`config.mk`:
```
export PLATFORM = sky130hd
export DESIGN_NAME = exprom_ctrl
export DESIGN_NICKNAME = d
export VERILOG_FILES = /design/src/rtl/exprom_pkg.sv /design/src/rtl/exprom_byte_merge.sv /design/src/rtl/exprom_ctrl.sv
export SDC_FILE = /design/constraint.sdc
export NUM_CORES = 1
export LEC_CHECK = 0
export ABC_CLOCK_PERIOD_IN_PS = 1900
export CAP_MARGIN = 30
export CORE_MARGIN = 2
export CORE_UTILIZATION = 33
export CTS_BUF_LIST = sky130_fd_sc_hd__clkbuf_2
export CTS_CLUSTER_DIAMETER = 50
export CTS_CLUSTER_SIZE = 40
export DETAILED_ROUTE_END_ITERATION = 8
export GPL_TIMING_DRIVEN = 1
export HOLD_SLACK_MARGIN = 0.08
export PLACE_DENSITY_LB_ADDON = 0.1
export SETUP_SLACK_MARGIN = 0.4
export SYNTH_ARGS = -nofsm -noshare
export SYNTH_HDL_FRONTEND = slang
export SYNTH_HIERARCHICAL = 1
export SYNTH_SLANG_ARGS = --single-unit
```
`constraint.sdc`:
```
create_clock -name clk -period 1.9 [get_ports clk]
set_clock_uncertainty 0.2 [all_clocks]
set_input_delay 0.38 -clock clk [delete_from_list [all_inputs] [get_ports clk]]
set_output_delay 0.38 -clock clk [all_outputs]
set_load 0.005 [all_outputs]
```
`src/rtl/exprom_pkg.sv`:
```
`default_nettype none
// +----------------------------------------------------------------------+
// | exprom_pkg                                                           |
// | Shared state encoding and byte-enable constants for exprom_ctrl.     |
// | Rev 1.0                                                              |
// +----------------------------------------------------------------------+
package exprom_pkg;

  localparam int EXPROM_ADDR_W = 9;

  localparam logic [3:0] BE_NONE = 4'b1111;
  localparam logic [3:0] BE_ALL  = 4'b0000;

  typedef enum logic [2:0] {
    IDLE    = 3'd0,
    RD      = 3'd1,
    RD_WAIT = 3'd2,
    MERGE   = 3'd3,
    WR      = 3'd4,
    ACK     = 3'd5
  } state_t;

endpackage
`default_nettype wire

```
`src/rtl/exprom_byte_merge.sv`:
```
`default_nettype none
// +----------------------------------------------------------------------+
// | exprom_byte_merge                                                    |
// | Lane-wise select of new write data over stored data (be_n low=new).  |
// | Rev 1.0                                                              |
// +----------------------------------------------------------------------+
module exprom_byte_merge (
  input  logic [31:0] i_wdata,
  input  logic [31:0] i_rdata,
  input  logic [3:0]  i_be_n,
  output logic [31:0] o_data
);

  for (genvar i = 0; i < 4; i++) begin : g_lane
    assign o_data[8*i +: 8] = i_be_n[i] ? i_rdata[8*i +: 8] : i_wdata[8*i +: 8];
  end

endmodule
`default_nettype wire

```
`src/rtl/exprom_ctrl.sv`:
```
`default_nettype none
// +----------------------------------------------------------------------+
// | exprom_ctrl                                                          |
// | PCI expansion-ROM target controller; writes need EXPROM_WRITE_EN.    |
// | Rev 1.0                                                              |
// +----------------------------------------------------------------------+
module exprom_ctrl
  import exprom_pkg::*;
#(
  parameter int ADDR_W = EXPROM_ADDR_W
) (
  input  logic              clk,
  input  logic              rst_n,
  input  logic              req,
  input  logic              wr,
  input  logic [ADDR_W-1:0] addr,
  input  logic [31:0]       wdata,
  input  logic [3:0]        be_n,
  output logic              ack,
  output logic [31:0]       rdata,
  output logic              busy,
  output logic [ADDR_W-1:0] rom_address,
  output logic              rom_enable,
  output logic              rom_wren,
  output logic [31:0]       rom_dinp,
  input  logic [31:0]       rom_dout
);

  state_t            r_state;
  state_t            w_next;
  logic [ADDR_W-1:0] r_addr;
  logic [31:0]       r_rdata;

`ifdef EXPROM_WRITE_EN
  logic        r_wr;
  logic [3:0]  r_be_n;
  logic [31:0] r_dinp;
  logic [31:0] w_merged;

  // r_dinp carries the write data until MERGE overwrites it with the merged word
  exprom_byte_merge u_merge (
    .i_wdata (r_dinp),
    .i_rdata (rom_dout),
    .i_be_n  (r_be_n),
    .o_data  (w_merged)
  );
`else
  logic w_unused;
  assign w_unused = ^{wdata, be_n};
`endif

  always_comb begin
    w_next = r_state;
    case (r_state)
      IDLE: begin
        if (req) begin
`ifdef EXPROM_WRITE_EN
          if (!wr)                   w_next = RD;
          else if (be_n == BE_NONE)  w_next = ACK;
          else if (be_n == BE_ALL)   w_next = WR;
          else                       w_next = RD;
`else
          w_next = wr ? ACK : RD;
`endif
        end
      end
`ifdef EXPROM_WRITE_EN
      RD:      w_next = r_wr ? MERGE : RD_WAIT;
      MERGE:   w_next = WR;
      WR:      w_next = ACK;
`else
      RD:      w_next = RD_WAIT;
`endif
      RD_WAIT: w_next = ACK;
      ACK:     w_next = IDLE;
      default: w_next = IDLE;
    endcase
  end

  always_ff @(posedge clk or negedge rst_n) begin
    if (!rst_n) begin
      r_state <= IDLE;
      r_addr  <= '0;
      r_rdata <= '0;
`ifdef EXPROM_WRITE_EN
      r_wr    <= 1'b0;
      r_be_n  <= BE_NONE;
      r_dinp  <= '0;
`endif
    end else begin
      r_state <= w_next;
      if (r_state == IDLE && req) begin
        r_addr <= addr;
`ifdef EXPROM_WRITE_EN
        r_wr   <= wr;
        r_be_n <= be_n;
        r_dinp <= wdata;
`endif
      end
      if (r_state == RD_WAIT) r_rdata <= rom_dout;
`ifdef EXPROM_WRITE_EN
      if (r_state == MERGE) r_dinp <= w_merged;
`endif
    end
  end

  assign ack         = (r_state == ACK);
  assign busy        = (r_state != IDLE);
  assign rdata       = r_rdata;
  assign rom_address = r_addr;

`ifdef EXPROM_WRITE_EN
  assign rom_enable  = (r_state == RD) || (r_state == WR);
  assign rom_wren    = (r_state == WR);
  assign rom_dinp    = r_dinp;
`else
  assign rom_enable  = (r_state == RD);
  assign rom_wren    = 1'b0;
  assign rom_dinp    = '0;
`endif

endmodule
`default_nettype wire

```
* Word level (Yosys, flattened, before mapping)
Cells that the tools add are included.
Storage, ports and cells: bits in registers 44, input port bits 81, output and inout bits 77, word-level logic and storage cells 13
Cells by class: reductions and logical operators 3, mux-type cells 3, equality and inequality tests 4
Operators with widths (count):
- $pmux 3 s3 | 1
- $mux 3 | 2
- $eq 3x1->1 const B | 1
- $eq 3x2->1 const B | 1
- $eq 3x3->1 const B | 1
- $logic_not 3->1 | 1
- $reduce_bool 3->1 | 1
- $ne 2x2->1 const B | 1
- $logic_and 1x1->1 | 1

* Longest topological paths before layout
word-level depth 3, depth in mapped cells 4, mapped depth without buffers 2

* Worst setup path after synthesis
OpenSTA, ideal clock, no wires.
path type register to register, start point register r_state[2], end point register r_rdata[10], in the netlist rdata[10], library setup time 0.125 ns, arrival 1.391 ns, path slack 0.184 ns, period minus slack after synthesis 1.716 ns, cell stages (with the launch flop) 5, path buffers 2, required time 1.575 ns, path through dfrtp_1 clkbuf_1 nor3b_2 buf_2 mux2_2
On the way: word-level cells in the longest chain between the ends 1
RTL lines:
- from (decl) | RTL line exprom_ctrl.sv:29 | state_t r_state;
- from (signal assigned) | RTL line exprom_ctrl.sv:91 | r_state <= w_next;
- $eq 3x2->1 | RTL line exprom_ctrl.sv:100 | if (r_state == RD_WAIT) r_rdata <= rom_dout;
- to (signal assigned) | RTL line exprom_ctrl.sv:100
- to (decl) | RTL line exprom_ctrl.sv:32 | logic [31:0] r_rdata;
Every way passes these cells. A chain may end at the register's enable or synchronous reset.

* Final worst setup path
start point register r_state[1], end point register r_rdata[16], in the netlist rdata[16]
The elaborated chain is that of the path after synthesis.

==> Implementation_results.wiki <==
{| class="wikitable"
! Metric !! Value
|-
| RSZ-0062 raised after global routing || true
|-
| Final period utilization || 100.2%
|-
| Detailed-route DRC error count || 0
|-
| Proportion of register bits with asynchronous set or reset after synthesis || 100.0%
|-
| Worst hold-check path type || in2async
|-
| Overall die area || 6470 um2
|-
| Vias in the first global route || 1373
|-
| Total Power Consumption || 4.149 mW
|-
| Portion of synthesized cell area occupied by the leading cell type || 57.11%
|-
| Number of nets still failing antenna checks after routing || 0
|-
| NetSw || 1.270 mW
|-
| Family with the most delay on the worst path || buffers and inverters
|-
| Clock Pin Slew Worst Setup and Hold Paths || 0.22 ns
|-
| Most common cell in the netlist || sky130_fd_sc_hd__dfrtp_1
|-
| X dimension of the die || 80.44 um
|-
| Register bit count reported by yosys || 44
|-
| Simple-gate portion of the synthesized area || 4.153%
|-
| Shortest clock period the worst path allows after layout || 1.904 ns
|-
| Clk buf depth || 2
|-
| Number of fill cells || 505
|-
| Crit path max-delay cell type || sky130_fd_sc_hd__dfrtp_1
|-
| Total number of nets in the final design || 329
|-
| Dominant synthesized flop cell || sky130_fd_sc_hd__dfrtp_1
|-
| Top-level I/O count || 158
|-
| Antenna violations before repair || 0
|-
| TritonCTS sink count || 44
|-
| Worst-case setup margin in the final layout || -0.004339 ns
|-
| Xor/xnor cell area share of the yosys netlist || 0%
|-
| Port-buffer cells || 88
|-
| Data required time at the worst endpoint || 2.00 ns
|-
| Pin count of the biggest net entering global routing || 25
|-
| Number of vias per cell || 4.184
|-
| Final Wtd Congestion || 0.6588
|-
| Die boundary height || 80.44 um
|-
| Part of the power in registers || 39.6%
|-
| Final Max Slew Viols || 0
|-
| Share of the synthesized area in compound gates (AO/OA/AOI/OAI) || 0.2596%
|-
| Area taken by flip-flops and latches || 1101 um2
|-
| Actual transition at the worst max-transition pin || 0.5260 ns
|-
| GRT overflow || 0
|-
| Share of cells above drive strength 1 || 46.99%
|-
| Total routed wirelength || 4484 um
|-
| Violated checks || setup timing
|-
| Synth Area in Adders || 0%
|-
| Max Fanout on Critical Path || 8
|-
| Power share of the clock group || 9.1%
|-
| First-pass GRT wire length || 6934 um
|-
| Post-route non-filler standard cell count || 321
|-
| Final HPWL from detailed placement || 2975 um
|-
| Data arrival, critical path || 2.00 ns
|-
| Total area of multi-input combinational cells || 740.7 um2
|-
| Endpoint type of the worst setup path || register
|-
| Post-Place Setup Slack || -0.05990 ns
|-
| CTS root buf || sky130_fd_sc_hd__clkbuf_2
|-
| Power density over the cells || 1421 nW/um2
|-
| Final hold violation count || 0
|-
| Netlist area before placement || 1928 um2
|-
| Outcome || complete, but fails checks
|-
| Diode count || 0
|-
| MaxCap Viol Count || 0
|-
| CP peak stage delay || 0.43 ns
|-
| Total number of vias || 1343
|-
| Routed wirelength normalized by instance count || 13.97 um
|-
| Worst-Skew Late Latency || 0.38 ns
|-
| Startpoint kind of the worst setup timing path || register
|-
| Combinational family with the most area after synthesis || multiplexers
|-
| Switching part of the total power || 30.60%
|-
| Effective utilization at floorplan || 34.59%
|-
| VDD IR-drop max || 0.0006632 V
|-
| Cell internal power dissipation || 2.880 mW
|-
| Number of placement rows || 27
|-
| Seq/Total Area, Yosys || 57.11%
|-
| Synth area leader || sky130_fd_sc_hd__dfrtp_1
|-
| Max Clock Freq || 0.5251 GHz
|-
| Tot GR Track Use || 14.35%
|-
| Number of enable flip-flop cells after synthesis || 0
|-
| Cell variety after synth || 15
|-
| TritonCTS clock tree || yes
|-
| Number of placed cells counting well taps || 295
|-
| Syn. warnings || 6
|-
| Sum Neg Setup Slack || -0.01502 ns
|-
| H-tree Lvls || 2
|-
| Final Setup Violations || 6
|-
| Post-layout util || 52.39%
|-
| Synthesized area divided by synthesized cell count || 14.28 um2
|-
| Multiplexer share of the synthesized area || 23.95%
|-
| Starting DRC count in detailed routing || 34
|-
| Leading cell types by total area after synthesis || sky130_fd_sc_hd__dfrtp_1 57%, sky130_fd_sc_hd__mux2_2 22%, sky130_fd_sc_hd__buf_4 13%
|-
| Worst hold-check slack || 0.2717 ns
|-
| Top cells by count, synth || 44 x sky130_fd_sc_hd__dfrtp_1, 38 x sky130_fd_sc_hd__mux2_2, 33 x sky130_fd_sc_hd__buf_4
|-
| Area of the core region || 5574 um2
|-
| Number of standard cells after synthesis || 135
|-
| Clock buffers created by TritonCTS || 5
|-
| Lkg Pwr || 1.415 nW
|-
| Proportion of power drawn by combinational gates || 51.3%
|-
| Crit-path cells || buf_4 -> buf_4 -> nor3b_4 -> buf_6 -> buf_6 -> buf_16 -> mux2_2
|-
| Buffers & Inverters on Critical Path || 5
|-
| Worst-case headroom to the max-slew limit || 64.93%
|-
| Layout overhead on the synthesized area || 51.46%
|-
| Finished Cell Area || 2920 um2
|-
| Crit path kind || reg2reg
|-
| Pre-Repair DR Iteration Count || 3
|-
| Area after DPL || 2821 um2
|}
## timing repair
item,CTS,global route
endpoints found under the setup margin,85,85
setup buffers,7,6
pin swaps,2,1
endpoints found under the hold margin,22,0
gates cloned,3,1
gates resized for setup,197,2
hold buffers,1,0
## cells by family after synthesis
group | count (synthesis)
flip-flops | 44
AND/OR/NAND/NOR | 9
multiplexers | 41
other | 1
buffers and inverters | 39
AO/OA/AOI/OAI | 1
## placed cells by master, fill, tap and decap left out, drive strengths merged
cell / netlist / layout
a21oi: 1 / 1
and3b: 1 / 1
buf: 38 / 67
clkbuf: 1 / 6
clkdlybuf4s15: 0 / 1
clkdlybuf4s50: 0 / 43
clkinv: 0 / 3
conb: 1 / 33
dfrtp: 44 / 44
dlygate4sd3: 0 / 1
mux2: 41 / 41
nor2: 1 / 1
nor3: 2 / 2
nor3b: 3 / 3
nor4b: 1 / 1
or3: 1 / 1
## sequential cells by signal, indices dropped and copies added, names as in the netlist
name / count
rom_address: 9
r_state: 3
rdata: 32
## metal layers
| metal | vias to the layer above | GRT usage (%) | wire length (um) |
|---|---|---|---|
| met3 | 2 | 6.292 | 438 |
| li1 | 620 | - | - |
| met5 | - | 0 | 0 |
| met4 | 0 | 4.068 | 15 |
| met1 | 650 | 17.91 | 1863 |
| met2 | 71 | 22.58 | 2166 |
## power by group through the flow
stage / clock, mW / combinational, mW / sequential (mW)
after global routing: 0.449 / 2.30 / 1.70
after floorplan: 0 / 0.866 / 1.69
after global placement: 0 / 2.05 / 1.65
after CTS: 0.406 / 2.02 / 1.64
final: 0.377 / 2.13 / 1.64
after detailed placement: 0 / 2.08 / 1.68
## cell type report
class	instances	area share (%)
clock inverters	3	0.4713
multi-input cells	84	25.36
flip-flops and latches	44	37.70
repair buffers	113	32.52
clock buffers	5	0.8569
well taps	72	3.085
## worst register-to-register path, cell delays in order (launching register included)
cell,delay (ns)
sky130_fd_sc_hd__dfrtp_1,0.43
sky130_fd_sc_hd__buf_4,0.14
sky130_fd_sc_hd__buf_4,0.13
sky130_fd_sc_hd__nor3b_4,0.19
sky130_fd_sc_hd__buf_6,0.17
sky130_fd_sc_hd__buf_6,0.12
sky130_fd_sc_hd__buf_16,0.12
sky130_fd_sc_hd__mux2_2,0.33
## final timing paths
| path | cells past startpoint | startpoint | slack, ns | endpoint |
|---|---|---|---|---|
| worst min-delay path | 2 | rst_n | 0.27 | rom_address[5] |
| min in group clk | 1 | rom_address[1] | 0.31 | rom_address[1] |
| worst max register to register | 7 | r_state[1] | -0.004 | rdata[16] |
| max in group asynchronous | 3 | rst_n | 0.72 | rdata[29] |
| worst min register to register | 1 | rom_address[1] | 0.31 | rom_address[1] |
| worst max-delay path | 7 | r_state[1] | -0.004 | rdata[16] |
Power figures use the tool's default switching activity.
